--- config.mk ---
export PLATFORM = sky130hd
export DESIGN_NAME = xgmii_fifo_gmii_tx
export DESIGN_NICKNAME = d
export VERILOG_FILES = /design/src/rtl/xgmii_fifo_gmii_tx.sv
export SDC_FILE = /design/constraint.sdc
export NUM_CORES = 1
export LEC_CHECK = 0
export BUFFER_PORTS_ARGS = -buffer_cell sky130_fd_sc_hd__buf_4
export CAP_MARGIN = 10
export CORE_ASPECT_RATIO = 0.5
export CORE_UTILIZATION = 56
export CTS_CLUSTER_DIAMETER = 40
export DETAILED_ROUTE_END_ITERATION = 6
export PLACE_DENSITY_LB_ADDON = 0.25
export SETUP_SLACK_MARGIN = 0.5
export SLEW_MARGIN = 20
export SYNTH_ARGS = -nofsm -noshare
export SYNTH_HDL_FRONTEND = slang
export SYNTH_SLANG_ARGS = --single-unit
--- constraint.sdc ---
create_clock -name gmii_clk -period 4 [get_ports gmii_clk]
set_clock_uncertainty 0.1 [all_clocks]
set_input_delay 1 -clock gmii_clk [delete_from_list [all_inputs] [get_ports gmii_clk]]
set_output_delay 1 -clock gmii_clk [all_outputs]
set_load 0.03 [all_outputs]
--- src/rtl/xgmii_fifo_gmii_tx.sv ---
// xgmii_fifo_gmii_tx
// GMII-side read stage of the XGMII-to-GMII transmit path. Pops 72-bit
// {txc, txd} words from the async FIFO and serialises them one byte per
// gmii_clk, lane 0 first. Start words become preamble (0xFB -> 0x55), a
// terminate character ends the frame, and a minimum inter-frame gap is
// enforced between frames. Underruns and truncated frames (a new start
// word found where continuation data was expected) end the frame with a
// frame_abort pulse.
// Optional: define XGMII_FIFO_GMII_TX_ER_EN to add the gmii_er output,
// flagging in-frame 0xFE control bytes and abort points.
module xgmii_fifo_gmii_tx #(
  parameter int unsigned IFG_BYTES = 12
) (
  input  logic        gmii_clk,
  input  logic        sys_rst_n,
  input  logic [71:0] fifo_dout,
  input  logic        fifo_empty,
  output logic        fifo_rd_en,
  output logic        gmii_en,
  output logic [7:0]  gmii_txd,
  output logic        frame_done,
  output logic        frame_abort
`ifdef XGMII_FIFO_GMII_TX_ER_EN
  ,
  output logic        gmii_er
`endif
);

  typedef enum logic [2:0] {
    IDLE,
    CHECK,
    ARM,
    SEND,
    ABORT
  } state_t;

  localparam logic [7:0] IFG_LOAD = 8'(IFG_BYTES - 1);
  localparam logic [7:0] XC_START = 8'hFB;
  localparam logic [7:0] XC_TERM  = 8'hFD;
`ifdef XGMII_FIFO_GMII_TX_ER_EN
  localparam logic [7:0] XC_ERR   = 8'hFE;
`endif
  localparam logic [7:0] PREAMBLE = 8'h55;

  state_t      state, state_nx;
  logic [7:0]  ctl_reg, ctl_nx;
  logic [63:0] dat_reg, dat_nx;
  logic [2:0]  lane, lane_nx;
  logic        pf_ok, pf_ok_nx;
  logic        to_arm, to_arm_nx;
  logic [7:0]  ifg_cnt, ifg_nx;

  logic        rd_req;
  logic        en_nx;
  logic [7:0]  txd_nx;
  logic        done_nx;
  logic        abort_nx;
`ifdef XGMII_FIFO_GMII_TX_ER_EN
  logic        er_nx;
`endif

  logic [7:0]  cur_byte;
  logic        cur_ctrl;
  logic        cur_term;
  logic        dout_start;

  // Decode the lane being sent and classify the word on the FIFO read port
  always_comb begin
    cur_byte   = dat_reg[{lane, 3'b000} +: 8];
    cur_ctrl   = ctl_reg[lane];
    cur_term   = cur_ctrl && (cur_byte == XC_TERM);
    dout_start = fifo_dout[64] && (fifo_dout[7:0] == XC_START);
  end

  // Pop request is combinational so the word is valid in the following cycle;
  // held low while reset is asserted so every output is 0 during reset.
  assign fifo_rd_en = rd_req && sys_rst_n;

  // Next-state logic, lane sequencing and the GMII byte for the next cycle.
  // Lane 0 of a start word is emitted directly from CHECK/ARM (SEND then
  // resumes at lane 1) so preamble appears two cycles after the pop.
  always_comb begin
    state_nx  = state;
    ctl_nx    = ctl_reg;
    dat_nx    = dat_reg;
    lane_nx   = lane;
    pf_ok_nx  = pf_ok;
    to_arm_nx = to_arm;
    ifg_nx    = (!gmii_en && (ifg_cnt != '0)) ? ifg_cnt - 8'd1 : ifg_cnt;
    rd_req    = 1'b0;
    en_nx     = 1'b0;
    txd_nx    = '0;
    done_nx   = 1'b0;
    abort_nx  = 1'b0;
`ifdef XGMII_FIFO_GMII_TX_ER_EN
    er_nx     = 1'b0;
`endif
    unique case (state)
      IDLE: begin
        if (!fifo_empty) begin
          rd_req   = 1'b1;
          state_nx = CHECK;
        end
      end
      CHECK: begin
        if (dout_start) begin
          {ctl_nx, dat_nx} = fifo_dout;
          if (ifg_cnt == '0) begin
            en_nx    = 1'b1;
            txd_nx   = PREAMBLE;
            lane_nx  = 3'd1;
            state_nx = SEND;
          end else begin
            state_nx = ARM;
          end
        end else begin
          state_nx = IDLE;
        end
      end
      ARM: begin
        if (ifg_cnt == '0) begin
          en_nx    = 1'b1;
          txd_nx   = PREAMBLE;
          lane_nx  = 3'd1;
          state_nx = SEND;
        end
      end
      SEND: begin
        if (cur_term) begin
          done_nx = 1'b1;
          ifg_nx  = IFG_LOAD;
          // A terminate in lane 7 follows a prefetch; keep it if it starts a frame
          if ((lane == 3'd7) && pf_ok && dout_start) begin
            {ctl_nx, dat_nx} = fifo_dout;
            state_nx = ARM;
          end else begin
            state_nx = IDLE;
          end
        end else begin
          en_nx   = 1'b1;
          txd_nx  = cur_byte;
`ifdef XGMII_FIFO_GMII_TX_ER_EN
          er_nx   = cur_ctrl && (cur_byte == XC_ERR);
`endif
          lane_nx = lane + 3'd1;
          if (lane == 3'd6) begin
            rd_req   = !fifo_empty;
            pf_ok_nx = !fifo_empty;
          end
          if (lane == 3'd7) begin
            if (pf_ok) begin
              {ctl_nx, dat_nx} = fifo_dout;
              if (dout_start) begin
                to_arm_nx = 1'b1;
                state_nx  = ABORT;
              end
            end else begin
              to_arm_nx = 1'b0;
              state_nx  = ABORT;
            end
          end
        end
      end
      ABORT: begin
        abort_nx = 1'b1;
        ifg_nx   = IFG_LOAD;
`ifdef XGMII_FIFO_GMII_TX_ER_EN
        en_nx    = 1'b1;
        er_nx    = 1'b1;
`endif
        state_nx = to_arm ? ARM : IDLE;
      end
      default: state_nx = IDLE;
    endcase
  end

  // Control state: FSM, held word, lane index, prefetch flag and gap counter
  always_ff @(posedge gmii_clk or negedge sys_rst_n) begin
    if (!sys_rst_n) begin
      state   <= IDLE;
      ctl_reg <= '0;
      dat_reg <= '0;
      lane    <= '0;
      pf_ok   <= 1'b0;
      to_arm  <= 1'b0;
      ifg_cnt <= '0;
    end else begin
      state   <= state_nx;
      ctl_reg <= ctl_nx;
      dat_reg <= dat_nx;
      lane    <= lane_nx;
      pf_ok   <= pf_ok_nx;
      to_arm  <= to_arm_nx;
      ifg_cnt <= ifg_nx;
    end
  end

  // Registered GMII outputs and frame status pulses
  always_ff @(posedge gmii_clk or negedge sys_rst_n) begin
    if (!sys_rst_n) begin
      gmii_en     <= 1'b0;
      gmii_txd    <= '0;
      frame_done  <= 1'b0;
      frame_abort <= 1'b0;
`ifdef XGMII_FIFO_GMII_TX_ER_EN
      gmii_er     <= 1'b0;
`endif
    end else begin
      gmii_en     <= en_nx;
      gmii_txd    <= txd_nx;
      frame_done  <= done_nx;
      frame_abort <= abort_nx;
`ifdef XGMII_FIFO_GMII_TX_ER_EN
      gmii_er     <= er_nx;
`endif
    end
  end

endmodule

* Yosys cells after proc, flatten, opt, wreduce, memory -nomap -nowiden
Cells that the tools add are included.
Word-level totals: register bits after elaboration 99, input bits 75, output and inout port bits 12, word-level logic and storage cells 100
Operators by class: add/subtract/negate cells 2, $lt $le $gt $ge 1, equal/unequal tests 17, shifts and indexed selects 1, muxes and demuxes 49, bitwise gates (word level) 1, reductions and logical operators 18
Operators by type and width (number):
- 2-to-1 mux 64 bit | 5
- case mux 64 bit (2 select lines) | 1
- 2-to-1 mux 8 bit | 8
- variable part select 64 x 7 -> 8 bit | 1
- case mux 8 bit (2 select lines) | 2
- 2-to-1 mux 3 bit | 10
- case mux 8 bit (3 select lines) | 1
- == test 8 bit, second input constant | 2
- case mux 3 bit (5 select lines) | 1
- 2-to-1 mux 7 bit | 2
- 2-to-1 mux 1 bit | 13
- == test 3 bit, second input constant | 3
- != test 3 bit, second input constant | 3
- case mux 3 bit (3 select lines) | 1
- zero test 8 bit | 1
- != test 2 bit, second input constant | 4
- AND reduction 4 bit | 2
- nonzero test 8 bit | 1
- subtractor 8 x 1 -> 8 bit, second input constant | 1
- == test 3 x 2 -> 1 bit, second input constant | 2
- logical AND 1 bit | 6
- AND reduction 3 bit | 2
- AND reduction 5 bit | 1
- < comparator 3 x 4 -> 1 bit, second input constant | 1
- other kinds (13) | 15

* Depth between registers and ports, before layout
word-level depth 7, mapped depth 9, gate-level depth less buffers 7

* Least setup slack after synthesis
OpenSTA, ideal clock, no wires.
path type reg-to-output, start point reg lane[1], end point out fifo_rd_en, arrival time 2.738 ns, required time 2.900 ns, setup slack 0.162 ns, stages on the path, launching flop included 10, path buffers 3, cell sequence dfrtp_1 buf_6 buf_12 mux4_2 mux2i_1 nor3_1 a31o_2 buf_2 o32a_1 nor3b_1
On the way: longest elaborated chain between the ends 6, elaborated cells on any way between the ends 10, those cells by class 2 x eq/ne; 1 x shift; 5 x mux; 2 x reduce/logical
RTL lines:
- start: declaration | RTL line 48 | logic [2:0] lane, lane_nx;
- start signal: assignment | RTL line 191 | lane <= lane_nx;
- variable part select 64 x 7 -> 8 bit or binary-select mux 1 bit (select 3 bit) (tied branches) | RTL line 69, 70
- == test 8 bit or 2-to-1 mux 1 bit (tied branches) | RTL line 71, 70
- logical AND 1 bit | RTL line 71 | cur_term = cur_ctrl && (cur_byte == XC_TERM);
- 2-to-1 mux 1 bit * | RTL line 129 | if (cur_term) begin
- case mux 1 bit (2 select lines) * | RTL line 98 | unique case (state)
- logical AND 1 bit * | RTL line 77 | assign fifo_rd_en = rd_req && sys_rst_n;
- end: declaration | RTL line 18 | output logic fifo_rd_en,
Every way passes the cells marked *; elsewhere a longest branch is shown, timed or not. The select of a mux whose other input is x is not followed.

* Worst setup path after layout
Same ends and word-level chain as after synthesis.

==> impl_summary.txt <==
----------------------------------------------------
[Route]
  Routed WL per cell ... 21.0 um
  DRT Pass-1 Iters ... 4
  DRC violation total after the first TritonRoute iteration ... 244
  Via count of the routed design ... 3185
  Length of routed met2 wiring ... between 5 and 6 mm
  Antenna violation net count after detailed routing ... 0
  Metal-1 WL ... 4.91 mm
  Wirelength, routed ... 11.6 mm
  Total DRC errors in the routed layout ... 0
  Avg Vias per Cell ... 5.78
  Highest metal layer used by the detailed router ... met4
  WL met3 ... around 760 um

[GRT]
  Aggregate global routing overflow ... 0
  Wire length of the first global-routing pass ... about 17 mm
  Overall routing resource usage ... 26.1%
  Initial antenna violation count ... 0
  Number of global-route vias before repair ... 3176
  Maximum number of pins on one net before global-route repair ... 57

[Synthesis]
  Asr flop ratio synth ... between 90% and 100%
  Cells taking the most area after synthesis ... sky130_fd_sc_hd__dfrtp_1 (51%), sky130_fd_sc_hd__mux2_4 (19%), sky130_fd_sc_hd__mux4_2 (8.4%)
  Total nets after synthesis ... 405
  Avg Cell Area, Syn ... approximately 15 um^2
  Seq cells post-synth ... 99
  Most used standard cells in the synthesized netlist ... sky130_fd_sc_hd__dfrtp_1 (99), sky130_fd_sc_hd__mux2_4 (60), sky130_fd_sc_hd__nor2_1 (24), sky130_fd_sc_hd__mux4_2 (18), sky130_fd_sc_hd__nand2_1 (18)
  Top flip-flop cell by instance count after synthesis ... sky130_fd_sc_hd__dfrtp_1
  Largest area contributor in the synthesized netlist ... sky130_fd_sc_hd__dfrtp_1
  Most frequently used cell type in the post-synthesis netlist ... sky130_fd_sc_hd__dfrtp_1
  Cell variety after synth ... 41
  Post-synth design cell area ... 4820 um^2
  Total of warnings raised by yosys ... 0
  Number of enable-type register cells in the synthesized netlist ... 0
  Sequential area share after synthesis ... between 50% and 60%
  Instance count of the mapped netlist ... around 330
  Share of the synthesized area in the top cell type ... between 50% and 60%

[Layout]
  Share of layout cells above drive strength 1 ... 52.4%
  Final standard cell count with taps included and fillers excluded ... 551
  Final-stage net count ... 513
  Diode insertion count for antenna repair ... 0
  Flip-flop count of the largest register after layout ... 64
  Layout overhead on the synthesized area ... 25.6%
  Post-route design area ... 6050 um^2

[Critical path]
  Critical path buffer and inverter count ... 4
  Peak per-stage delay on the critical path ... around 0.46 ns
  Critical-path top delay cell ... sky130_fd_sc_hd__dfrtp_2
  Launching element type of the critical path ... flop
  Worst EP arrival ... 2.63 ns
  Stages on worst setup path ... 10
  Crit Path Class ... reg2out
  Maximum fanout along the worst path ... 6
  RR Startpoint ... lane[0]
  Most prevalent standard cell on the critical path ... sky130_fd_sc_hd__buf_6
  Cell type group with the largest total delay on the critical path ... buffers and inverters
  Reg-to-reg endpoint ... ctl_reg[7]
  Reg-to-reg setup timing slack ... approximately 0.58 ns
  Cells along the critical path ... clkbuf_16 > buf_6 > mux4_2 > mux2i_4 > nor3_2 > buf_4 > a31o_4 > o32a_1 > nor3b_4 > buf_6
  R2R depth ... 8
  Critical path data required time ... 2.90 ns
  Startpoint of the worst setup timing path ... lane[1]
  Setup crit end kind ... primary output

[Pwr]
  Part of the power in registers ... 43.8%
  Power density over the cells ... 490 nW/um^2
  Clock network fraction of design power ... 26.8%
  Power share of the combinational group ... 29.5%
  Switching power of the nets ... 909 uW
  Fraction of power spent switching nets ... 30.6%
  Leakage power of the design ... 3.06 nW
  Design internal power ... just over 2 mW
  Worst supply voltage drop on vdd ... 0.292 mV
  Overall power after layout ... just under 3 mW

[Clock network]
  Max Root-Sink Buffers ... 2
  Worst-path clk slew ... 0.07 ns
  Clock tree root buffer cell ... sky130_fd_sc_hd__clkbuf_16
  Clock tree from TritonCTS ... done
  Insertion delay to the later sink of the worst-skew pair ... 0.35 ns
  Clock Sinks ... between 90 and 100
  H-tree level count ... 3
  Total clock buffers created by CTS ... 9

[Placed design]
  DP HPWL ... 7.75 mm
  Number of instances in the placed design ... slightly above 500
  Gpl congestion ... 0.882
  Placed instance area ... 5500 um^2
  IO buf count ... 86

[Worst hold path]
  Hold-critical path endpoint ... dat_reg[39]
  Startpoint of the tightest hold check path ... dat_reg[39]
  Worst hold stages ... 1
  Worst min-delay path class ... reg2reg

[Job]
  Number of max-cap violations ... 0

[STA]
  Worst rel slew slack ... 52.8%
  Ratio of final minimum period to clock period ... ~93%
  Setup TNS ... 0 ns
  Final Hold Fails ... 0
  Count of final max-slew check failures ... 0
  Worst-Margin Slew ... between 0.7 and 0.8 ns
  Number of setup violations in the final report ... 0
  Max Freq ... 0.268 GHz
  Unrepaired setup endpoints after global routing ... yes
  Clock period minus worst slack ... 3.73 ns

[Floorplan]
  Area enclosed by the die boundary ... 9000 um^2
  Die Wd ... 133 um
  Height of the die ... 67.6 um
  Number of I/O pins ... 87
  Placeable core area ... 8170 um^2
  Std-Cell Rows ... 23
  Starting Density ... 58.9%

[Status]
  Outcome ... finished, final reports clean

----------------------------------------------------
## routing by layer
metal / global-route usage (%) / vias up
met4: 8.38 / 0
met3: 8.56 / 23
met5: 0 / -
li1: - / 1412
met1: 32.8 / 1624
met2: 43.7 / 126
## cell usage in the layout (no fill, tap or decap), types with 5 or more instances in the layout
cell type,n
sky130_fd_sc_hd__buf_4,106
sky130_fd_sc_hd__dfrtp_1,96
sky130_fd_sc_hd__mux2_4,60
sky130_fd_sc_hd__nor2_1,24
sky130_fd_sc_hd__mux4_2,18
sky130_fd_sc_hd__nand2_1,18
sky130_fd_sc_hd__o21ai_0,17
sky130_fd_sc_hd__clkbuf_16,10
sky130_fd_sc_hd__mux2i_4,5
sky130_fd_sc_hd__nor4_1,5
sky130_fd_sc_hd__inv_1,5
## final cells by class
class                   count  area, um^2
repair buffers            112         895
inverters                   6        22.5
multi-input cells         206        2240
clock inverters             7        45.0
well taps                 112         140
fillers                   511        2120
flip-flops and latches     99        2480
clock buffers               9         225
## power groups by stage
stage / sequential, mW / clock [mW] / combinational [mW]
global route: 1.32 / 0.849 / 0.943
finish: 1.30 / 0.795 / 0.875
CTS: 1.29 / 0.800 / 0.753
detailed placement: 1.31 / 0 / 0.705
global placement: 1.30 / 0 / 0.674
floorplan: 1.24 / 0 / 0.571
## cell families (layout without fill, tap and decap cells)
family                     Yosys count  count (layout)  synth area share, %
and+or+nand+nor                     72              73                 7.77
AOI/OAI and AO/OA                   33              33                 4.47
adders and majority gates            4               4                 1.04
muxes                               91              91                 29.9
DFF                                 99              99                 51.4
buffers and inverters               22             134                 4.44
xor gates and xnor gates             5               5                0.909
## metrics by stage
| stage | utilization, % | hold WS, ns | setup slack [ns] |
|---|---|---|---|
| after CTS | 71.5 | 0.410 | 0.254 |
| after global placement | 67.3 | 0.386 | 0.340 |
| after global routing | 74.0 | 0.423 | 0.146 |
| after floorplan | - | 0.371 | 0.515 |
| final | 74.0 | 0.410 | 0.275 |
| after detailed placement | 67.3 | 0.391 | 0.176 |
## worst register-to-register path, delay by kind of cell (launching register included)
kind / cells / cell delay [ns]
muxes: 3 / 1.15
and+or+nand+nor: 2 / 0.90
buffers and inverters: 2 / 0.51
DFF: 1 / 0.50
AOI/OAI and AO/OA: 1 / 0.15
## worst max path at each step
stage / endpoint / slack (ns)
finish: fifo_rd_en / 0.27
global route: fifo_rd_en / 0.15
CTS: fifo_rd_en / 0.25
detailed placement: ctl_reg[7] / 0.18
global placement: ctl_reg[7] / 0.34
floorplan: fifo_rd_en / 0.52
## repair_timing
action / in CTS / in global routing
buffers inserted: 4 / 11
hold buffers: 0 / 0
setup endpoints to repair: 64 / 2
resized for setup: 8 / 14
cloned: 1 / 1
pin swaps: 1 / 4
Note: power is estimated with default switching activity, not from simulation.
